**src/rtl/globals_pkg.sv**
```systemverilog
// Shared definitions for the shift datapath: word width, shifter op codes
// and the sequencer FSM state type.
package globals;

  localparam int WORDLEN = 16;

  // Single-step shifter operation codes; 3'd6 and 3'd7 are undefined.
  localparam logic [2:0] SHFT_NIL = 3'd0;
  localparam logic [2:0] SHFT_SHL = 3'd1;
  localparam logic [2:0] SHFT_SHR = 3'd2;
  localparam logic [2:0] SHFT_ROL = 3'd3;
  localparam logic [2:0] SHFT_ROR = 3'd4;
  localparam logic [2:0] SHFT_SRA = 3'd5;

  typedef enum logic [1:0] {
    IDLE = 2'd0,
    RUN  = 2'd1,
    DONE = 2'd2
  } seq_state_t;

endpackage

```
**src/rtl/shifter.sv**
```systemverilog
// Single-step shifter. out3 is the shifted word, out2 the carry and out1
// flags a zero input word. The carry is the bit crossing the MSB boundary:
// the bit leaving on SHL/ROL, the bit wrapping in on ROR, and the zero fill
// on SHR/SRA (SRA zero-fills its MSB, so it behaves as SHR).
module shifter #(
  parameter int WORDLEN = globals::WORDLEN
) (
  input  logic [2:0]         input1,
  input  logic [WORDLEN-1:0] input2,
  output logic               out1,
  output logic               out2,
  output logic [WORDLEN-1:0] out3
);
  import globals::*;

  assign out1 = (input2 == '0);

  // Decode the op into one shift step; undefined ops yield 0 with carry 0.
  always_comb begin
    // NOTE: defaults first so every path assigns every output -- no latches.
    out3 = '0;
    out2 = 1'b0;
    case (input1)
      SHFT_NIL: out3 = input2;
      SHFT_SHL: begin
        out3 = {input2[WORDLEN-2:0], 1'b0};
        out2 = input2[WORDLEN-1];
      end
      SHFT_SHR, SHFT_SRA: out3 = {1'b0, input2[WORDLEN-1:1]};
      SHFT_ROL: begin
        out3 = {input2[WORDLEN-2:0], input2[WORDLEN-1]};
        out2 = input2[WORDLEN-1];
      end
      SHFT_ROR: begin
        out3 = {input2[0], input2[WORDLEN-1:1]};
        out2 = input2[0];
      end
      default: ;
    endcase
  end

endmodule

```
**src/rtl/shift_sequencer.sv**
```systemverilog
// Multi-step shift controller: accepts one request, iterates the single-step
// shifter amt times feeding each result back, then returns the final word,
// carry and zero flag over a valid/ready response port.
module shift_sequencer #(
  parameter int WORDLEN = globals::WORDLEN,
  parameter int AMTW    = $clog2(WORDLEN)
) (
  input  logic               clk,
  input  logic               rst_n,
  input  logic               req_valid,
  output logic               req_ready,
  input  logic [2:0]         req_op,
  input  logic [WORDLEN-1:0] req_data,
  input  logic [AMTW-1:0]    req_amt,
  output logic               rsp_valid,
  input  logic               rsp_ready,
  output logic [WORDLEN-1:0] rsp_data,
  output logic               rsp_carry,
  output logic               rsp_zero,
  output logic               busy
);
  import globals::*;

  seq_state_t         state_q, state_d;
  logic [2:0]         op_q, op_d;
  logic [WORDLEN-1:0] data_q, data_d;
  logic [AMTW-1:0]    cnt_q, cnt_d;
  logic               carry_q, carry_d;

  logic [WORDLEN-1:0] sh_data;
  logic               sh_carry;
  logic               sh_zero_unused;

  shifter #(.WORDLEN(WORDLEN)) u_shifter (
    .input1 (op_q),
    .input2 (data_q),
    .out1   (sh_zero_unused),
    .out2   (sh_carry),
    .out3   (sh_data)
  );

  // State and datapath registers with synchronous active-low reset.
  always_ff @(posedge clk) begin
    if (!rst_n) begin
      // NOTE: all registers are cleared because rsp_data/rsp_zero expose data_q directly.
      state_q <= IDLE;
      op_q    <= '0;
      data_q  <= '0;
      cnt_q   <= '0;
      carry_q <= 1'b0;
    end else begin
      // NOTE: non-blocking so every register samples the pre-edge values.
      state_q <= state_d;
      op_q    <= op_d;
      data_q  <= data_d;
      cnt_q   <= cnt_d;
      carry_q <= carry_d;
    end
  end

  // Next-state and datapath update: load on accept, step in RUN, hold in DONE.
  always_comb begin
    state_d = state_q;
    op_d    = op_q;
    data_d  = data_q;
    cnt_d   = cnt_q;
    carry_d = carry_q;
    case (state_q)
      IDLE: begin
        if (req_valid) begin
          op_d    = req_op;
          data_d  = req_data;
          cnt_d   = req_amt;
          carry_d = 1'b0;
          state_d = (req_amt != '0) ? RUN : DONE;
        end
      end
      RUN: begin
        data_d  = sh_data;
        carry_d = sh_carry;
        cnt_d   = cnt_q - 1'b1;
        if (cnt_q == AMTW'(1)) state_d = DONE;
      end
      DONE: begin
        if (rsp_ready) state_d = IDLE;
      end
      default: state_d = IDLE;
    endcase
  end

  // Outputs decode registered state only; no path from request/response inputs.
  assign req_ready = (state_q == IDLE);
  assign busy      = (state_q != IDLE);
  assign rsp_valid = (state_q == DONE);
  assign rsp_data  = data_q;
  assign rsp_carry = carry_q;
  assign rsp_zero  = (data_q == '0);

endmodule

```
**config.mk**
```make
export PLATFORM = sky130hd
export DESIGN_NAME = shift_sequencer
export DESIGN_NICKNAME = d
export VERILOG_FILES = /design/src/rtl/globals_pkg.sv /design/src/rtl/shifter.sv /design/src/rtl/shift_sequencer.sv
export SDC_FILE = /design/constraint.sdc
export NUM_CORES = 1
export LEC_CHECK = 0
export CORE_MARGIN = 1
export CORE_UTILIZATION = 47
export CTS_CLUSTER_DIAMETER = 100
export DETAILED_ROUTE_END_ITERATION = 12
export GPL_TIMING_DRIVEN = 0
export PLACE_DENSITY = 0.8
export SETUP_SLACK_MARGIN = 0.3
export SKIP_CTS_REPAIR_TIMING = 1
export SLEW_MARGIN = 20
export SYNTH_ARGS = -nofsm -noshare
export SYNTH_HDL_FRONTEND = slang
export SYNTH_SLANG_ARGS = --single-unit
```
**constraint.sdc**
```tcl
create_clock -name clk -period 2 [get_ports clk]
set_input_delay 0.4 -clock clk [delete_from_list [all_inputs] [get_ports clk]]
set_output_delay 0.4 -clock clk [all_outputs]
set_load 0.01 [all_outputs]
```
### Word level (Yosys, flattened, before mapping)

Index checks and enable logic that the tools add are counted.

| operators by class | value |
|---|---|
| $add $sub $neg | 1 |
| equality and inequality tests | 12 |
| multiplexer cells | 13 |
| reductions and logical operators | 12 |

Operators by type and width:

| operator | count |
|---|---|
| 16-bit case mux with 5 select lines | 1 |
| 16-bit case mux with 2 select lines | 1 |
| 16-bit zero test | 1 |
| 16-bit two-way mux | 1 |
| 2-bit two-way mux | 4 |
| 4-bit case mux with 2 select lines | 1 |
| 3-bit by 2-bit == test with 1-bit output, second input constant | 2 |
| 3-bit == test, second input constant | 2 |
| 2-bit inequality test, second input constant | 3 |
| 2-bit case mux with 3 select lines | 1 |
| 3-bit AND reduction | 2 |
| 4-bit by 1-bit == test with 1-bit output, second input constant | 1 |
| 4-bit two-way mux | 1 |
| 1-bit case mux with 2 select lines | 2 |
| 2-bit AND reduction | 2 |
| 2-bit nonzero test | 2 |
| 4-bit nonzero test | 1 |
| 2-bit OR reduction | 2 |
| 4-bit by 1-bit subtractor with 4-bit output, second input constant | 1 |
| 3-bit by 1-bit == test with 1-bit output, second input constant | 1 |
| 3-bit zero test | 1 |
| 2-bit by 1-bit == test with 1-bit output, second input constant | 1 |
| 2-bit == test, second input constant | 1 |
| 2-bit zero test | 1 |
| other kinds (2) | 2 |

| storage, ports and cells | value |
|---|---|
| register bits | 26 |
| input bits | 27 |
| output and inout port bits | 21 |
| logic and storage cells | 43 |

### Logic depth before layout (Yosys ltp)

| logic depth | value |
|---|---|
| depth after elaboration | 4 |
| depth in mapped cells | 6 |

### Modules after synthesis

From an unflattened synthesis, not the netlist that was laid out.

| second synthesis, totals | value |
|---|---|
| cell total of the unflattened synthesis | 236 |
| area, all modules | 1826.8 µm² |

By module, submodules not included:

| module | times used | cells an instance | area an instance (µm²) |
|---|---|---|---|
| shift_sequencer | 1 | 156 | 1313.8 |
| shifter | 1 | 80 | 513.0 |

### Least setup slack after synthesis

OpenSTA, ideal clock, no wires.

| path | value |
|---|---|
| path type | register to register |
| start | register state_q[1] |
| end | register data_q[10], in the netlist rsp_data[10] |
| library setup time | 0.074 ns |
| arrival time | 1.347 ns |
| slack | 0.579 ns |
| stages on the path, launching flop included | 7 |
| path through | dfxtp_1 -> buf_2 -> nand2b_4 -> a211o_4 -> buf_6 -> a211o_1 -> a31oi_1 |

| between the ends | value |
|---|---|
| word-level cells in the longest chain between the ends | 3 |
| elaborated cells on any way between the ends | 7 |
| those cells by class | eq/ne (3); mux (1); reduce/logical (3) |

Ends and longest elaborated chain:

| element | line | source |
|---|---|---|
| from (decl) | shift_sequencer.sv:24 | `seq_state_t state_q, state_d;` |
| from (signal assigned) | shift_sequencer.sv:53 | `state_q <= state_d;` |
| 2-bit by 1-bit == test with 1-bit output or 2-bit zero test (tied branches) | shift_sequencer.sv:68 | `case (state_q)` |
| 2-bit inequality test (no line) or 2-bit nonzero test (tied branches) | -- |  |
| 3-bit AND reduction (no line) | -- |  |
| to (signal assigned) | shift_sequencer.sv:55 | `data_q <= data_d;` |
| to (decl) | shift_sequencer.sv:26 | `logic [WORDLEN-1:0] data_q, data_d;` |

Several ways; a longest one is shown, not always the timed one.
A chain may end at the register's enable or synchronous reset.

### Final worst setup path

| path | value |
|---|---|
| start | register data_q[0], in the netlist rsp_data[0] |
| end | output rsp_zero |

| between the ends | value |
|---|---|
| word-level cells in the longest chain between the ends | 1 |

Ends and longest elaborated chain:

| element | line | source |
|---|---|---|
| 16-bit zero test | shift_sequencer.sv:97 | `assign rsp_zero = (data_q == '0);` |
| to (decl) | shift_sequencer.sv:19 | `output logic rsp_zero,` |

No other way between the ends.

==> results by group <==
CTS
  • CTS tree: done
  • Clock Sinks: 26
  • Worst-skew pair later-pin latency: between 300 and 400 ps
  • Clk pin slew, worst setup/hold paths: 140 ps
  • H-tree levels: 1
  • Clock tree buffer depth: 2
  • Num CTS Buffers: 3
  • Root buffer cell: clkbuf_4

Floorplan
  • Core area: between 3000 and 4000 µm²
  • Die area: between 3000 and 4000 µm²
  • Die span in x: 60.6 µm
  • # rows: 20
  • Starting Density: 51.3%
  • I/O pin cnt: 48
  • Die H: slightly above 60 µm

STA
  • Worst relative slew slack: 67.6%
  • Setup Skew: 1.96 ps
  • Setup TNS Final: 0 ps
  • Hold Vio Cnt, Final: 0
  • Worst slew pin tran: 484 ps
  • Slew Viols, Final: 0
  • Min Tclk post-route: between 1500 and 2000 ps
  • Max Clock Freq: between 500 and 600 MHz
  • Setup violations, final: 0
  • Period utilization: between 90% and 100%
  • Unrepaired setup endpoints after global routing: yes

Drt
  • Initial DRC count: 200
  • DR WL/cell: between 15 and 20 µm
  • # DRC: 0
  • Vias per Instance: 5.97
  • ANT nets after route: 0
  • Total number of vias: 1766
  • Drt pass-1 iters: 4
  • WL final: about 4800 µm

Setup path
  • Worst setup SP type: register
  • Worst Setup Path Type: reg -> out
  • Reg2reg path depth: 5
  • Critical path required time: 1600 ps
  • Crit path DAT: 1440 ps
  • Crit path max fanout: 5
  • Worst R2R End: rsp_data[5]
  • Reg2reg start: op_q[2]
  • Crit. End Element: primary output
  • Flop2flop setup slack: 370 ps

Global routing
  • Grt total ovfl: 0
  • Initial antenna violation count: 0
  • Largest net degree at the start of global routing: 14
  • First-pass GRT wire length: 7480 µm
  • Overall Global Routing Usage: 26.8%
  • Vias in the first global route: between 1500 and 2000

Power
  • Pwr dens: around 700 nW/µm²
  • Peak supply drop: about 0.44 mV
  • Lkg Pwr: 0.999 nW

Finish
  • # diodes: 0
  • Fin util: 72.7%
  • P&R area growth vs syn: 41.9%
  • Fraction of layout cells with a size suffix above 1: 17.1%
  • # nets final: about 280

Min path
  • Hold path start: rsp_carry
  • Hold depth: 3
  • Min-Delay Endpoint: rsp_carry
  • Hold Path Class: reg -> reg

Synth
  • Yosys reg bits: 26
  • Syn_nets: 230
  • Syn_area_per_cell: between 8 and 9 µm²
  • Yosys warns: 0
  • Syn Std Cell Area: approximately 1600 µm²
  • Synthesized instance count: around 200
  • Sequential area share after synthesis: about a third
  • Netlist cell types: 42

Flow run
  • Max cap viols: 0

Place
  • Port Buffer Count: 47
  • Post-DP HPWL: 3280 µm
  • RD Place Congestion: between 0.8 and 0.9

Outcome
  • Status: completed
==> flip-flops by register name (all words and copies together), names as in the netlist <==
name       cells
op_q           3
rsp_data      16
state_q        2
rsp_carry      1
cnt_q          4
==> power by group <==
part	switching [mW]	internal, mW
Combinational	0.312	0.323
Sequential	0.115	0.612
Clock	0.162	0.0709
==> metrics by stage <==
step | worst slack (ps) | power (mW) | cell area [µm²] | hold slack (ps) | instances
final | 158 | 1.59 | 2290 | 583 | 296
after global routing | 105 | 1.69 | 2290 | 598 | 296
after CTS | -266 | 1.55 | 2160 | 589 | 295
after detailed placement | 40.6 | 1.32 | 2140 | 557 | 292
after global placement | 46.7 | 1.30 | 2140 | 540 | 292
after floorplan | 579 | 1.04 | 1620 | 516 | 201
==> layer usage <==
| layer | up-vias | part of all wire, % | GRT usage (%) |
|---|---|---|---|
| li1 | 861 | - | - |
| met1 | 835 | 44 | 37.0 |
| met2 | 64 | 48 | 42.7 |
| met3 | 6 | 6.6 | 5.76 |
| met4 | 0 | 1.0 | 6.17 |
| met5 | - | 0 | 0 |
==> cell usage after synthesis <==
cell	n	area [µm²]
mux2_2	1	11.3
and4bb_2	1	12.5
clkbuf_1	9	33.8
o21ai_0	23	115
o21ai_1	1	5.00
a31oi_1	15	93.8
nor2b_1	5	31.3
nor4bb_1	1	10.0
ha_1	2	25.0
buf_2	8	40.0
a21oi_1	4	20.0
and3_1	2	12.5
dfxtp_1	26	521
and2_1	2	12.5
buf_6	1	11.3
o22ai_1	1	6.26
and2b_1	1	7.51
a41oi_1	1	8.76
nor3_1	2	10.0
inv_1	5	18.8
nand2_1	23	86.3
o211a_1	2	20.0
a21o_1	5	37.5
a211o_4	1	17.5
and4_1	1	8.76
nand2b_4	1	13.8
o221a_2	1	11.3
nor4_1	4	25.0
nand2b_1	11	68.8
nor3b_1	1	7.51
a21oi_2	1	8.76
mux2i_1	3	30.0
nor3_2	1	10.0
a221oi_1	10	87.6
o21bai_2	1	11.3
o211ai_1	2	15.0
nor2_1	7	26.3
a211o_1	11	96.3
a2bb2oi_1	1	8.76
nand3b_1	1	7.51
a211oi_1	1	7.51
nand3_1	1	5.00
==> worst max-delay path by stage <==
stage | slack [ps] | start | to
3_3_place_gp | 50 | req_valid | rsp_data[7]
3_5_place_dp | 40 | req_valid | rsp_data[7]
5_1_grt | 100 | rsp_data[0] | rsp_zero
2_1_floorplan | 580 | state_q[1] | rsp_data[10]
6_report | 160 | rsp_data[0] | rsp_zero
4_1_cts | -270 | rsp_data[10] | rsp_zero
==> layout make-up <==
type                    count  area (µm²)
plain buffers              18        96.3
clock buffers               3        22.5
fillers                   246         860
inverters                   5        18.8
multi-input cells         152        1010
flip-flops and latches     26         574
well taps                  44        55.1
repair buffers             48         513
==> layout by cell type, fill, tap and decap left out, types with 2 or more instances in the layout <==
| cell type | netlist | layout |
|---|---|---|
| nor4_2 | 0 | 3 |
| a221oi_1 | 10 | 10 |
| clkbuf_4 | 0 | 6 |
| dlymetal6s2s_1 | 0 | 14 |
| o211ai_1 | 2 | 2 |
| buf_2 | 8 | 4 |
| clkbuf_1 | 9 | 8 |
| and3_1 | 2 | 2 |
| nand2b_1 | 11 | 11 |
| o21ai_0 | 23 | 23 |
| a21o_1 | 5 | 5 |
| a211o_1 | 11 | 11 |
| nor2_1 | 7 | 6 |
| nor2b_1 | 5 | 5 |
| nand2_1 | 23 | 23 |
| buf_4 | 0 | 2 |
| inv_1 | 5 | 5 |
| dfxtp_1 | 26 | 9 |
| and2_1 | 2 | 2 |
| ha_1 | 2 | 2 |
| a31oi_1 | 15 | 15 |
| clkdlybuf4s50_1 | 0 | 33 |
| dfxtp_2 | 0 | 4 |
| dfxtp_4 | 0 | 13 |
| o211a_1 | 2 | 2 |
| mux2i_1 | 3 | 3 |
| nor3_1 | 2 | 2 |
| a21oi_1 | 4 | 4 |
==> cells by family after synthesis <==
group / synth area share (%)
AO/OA/AOI/OAI: 35.3
adder cells (fa/ha/maj): 1.55
buffers and inverters: 6.42
flip-flops: 32.2
multiplexers: 2.55
AND/OR/NAND/NOR: 22.0
==> critical path: stages (launching register included) <==
cell	delay, ps
dfxtp_4	390
nor4_2	320
and4_1	240
dlymetal6s2s_1	160
Power figures use the tool's default switching activity.
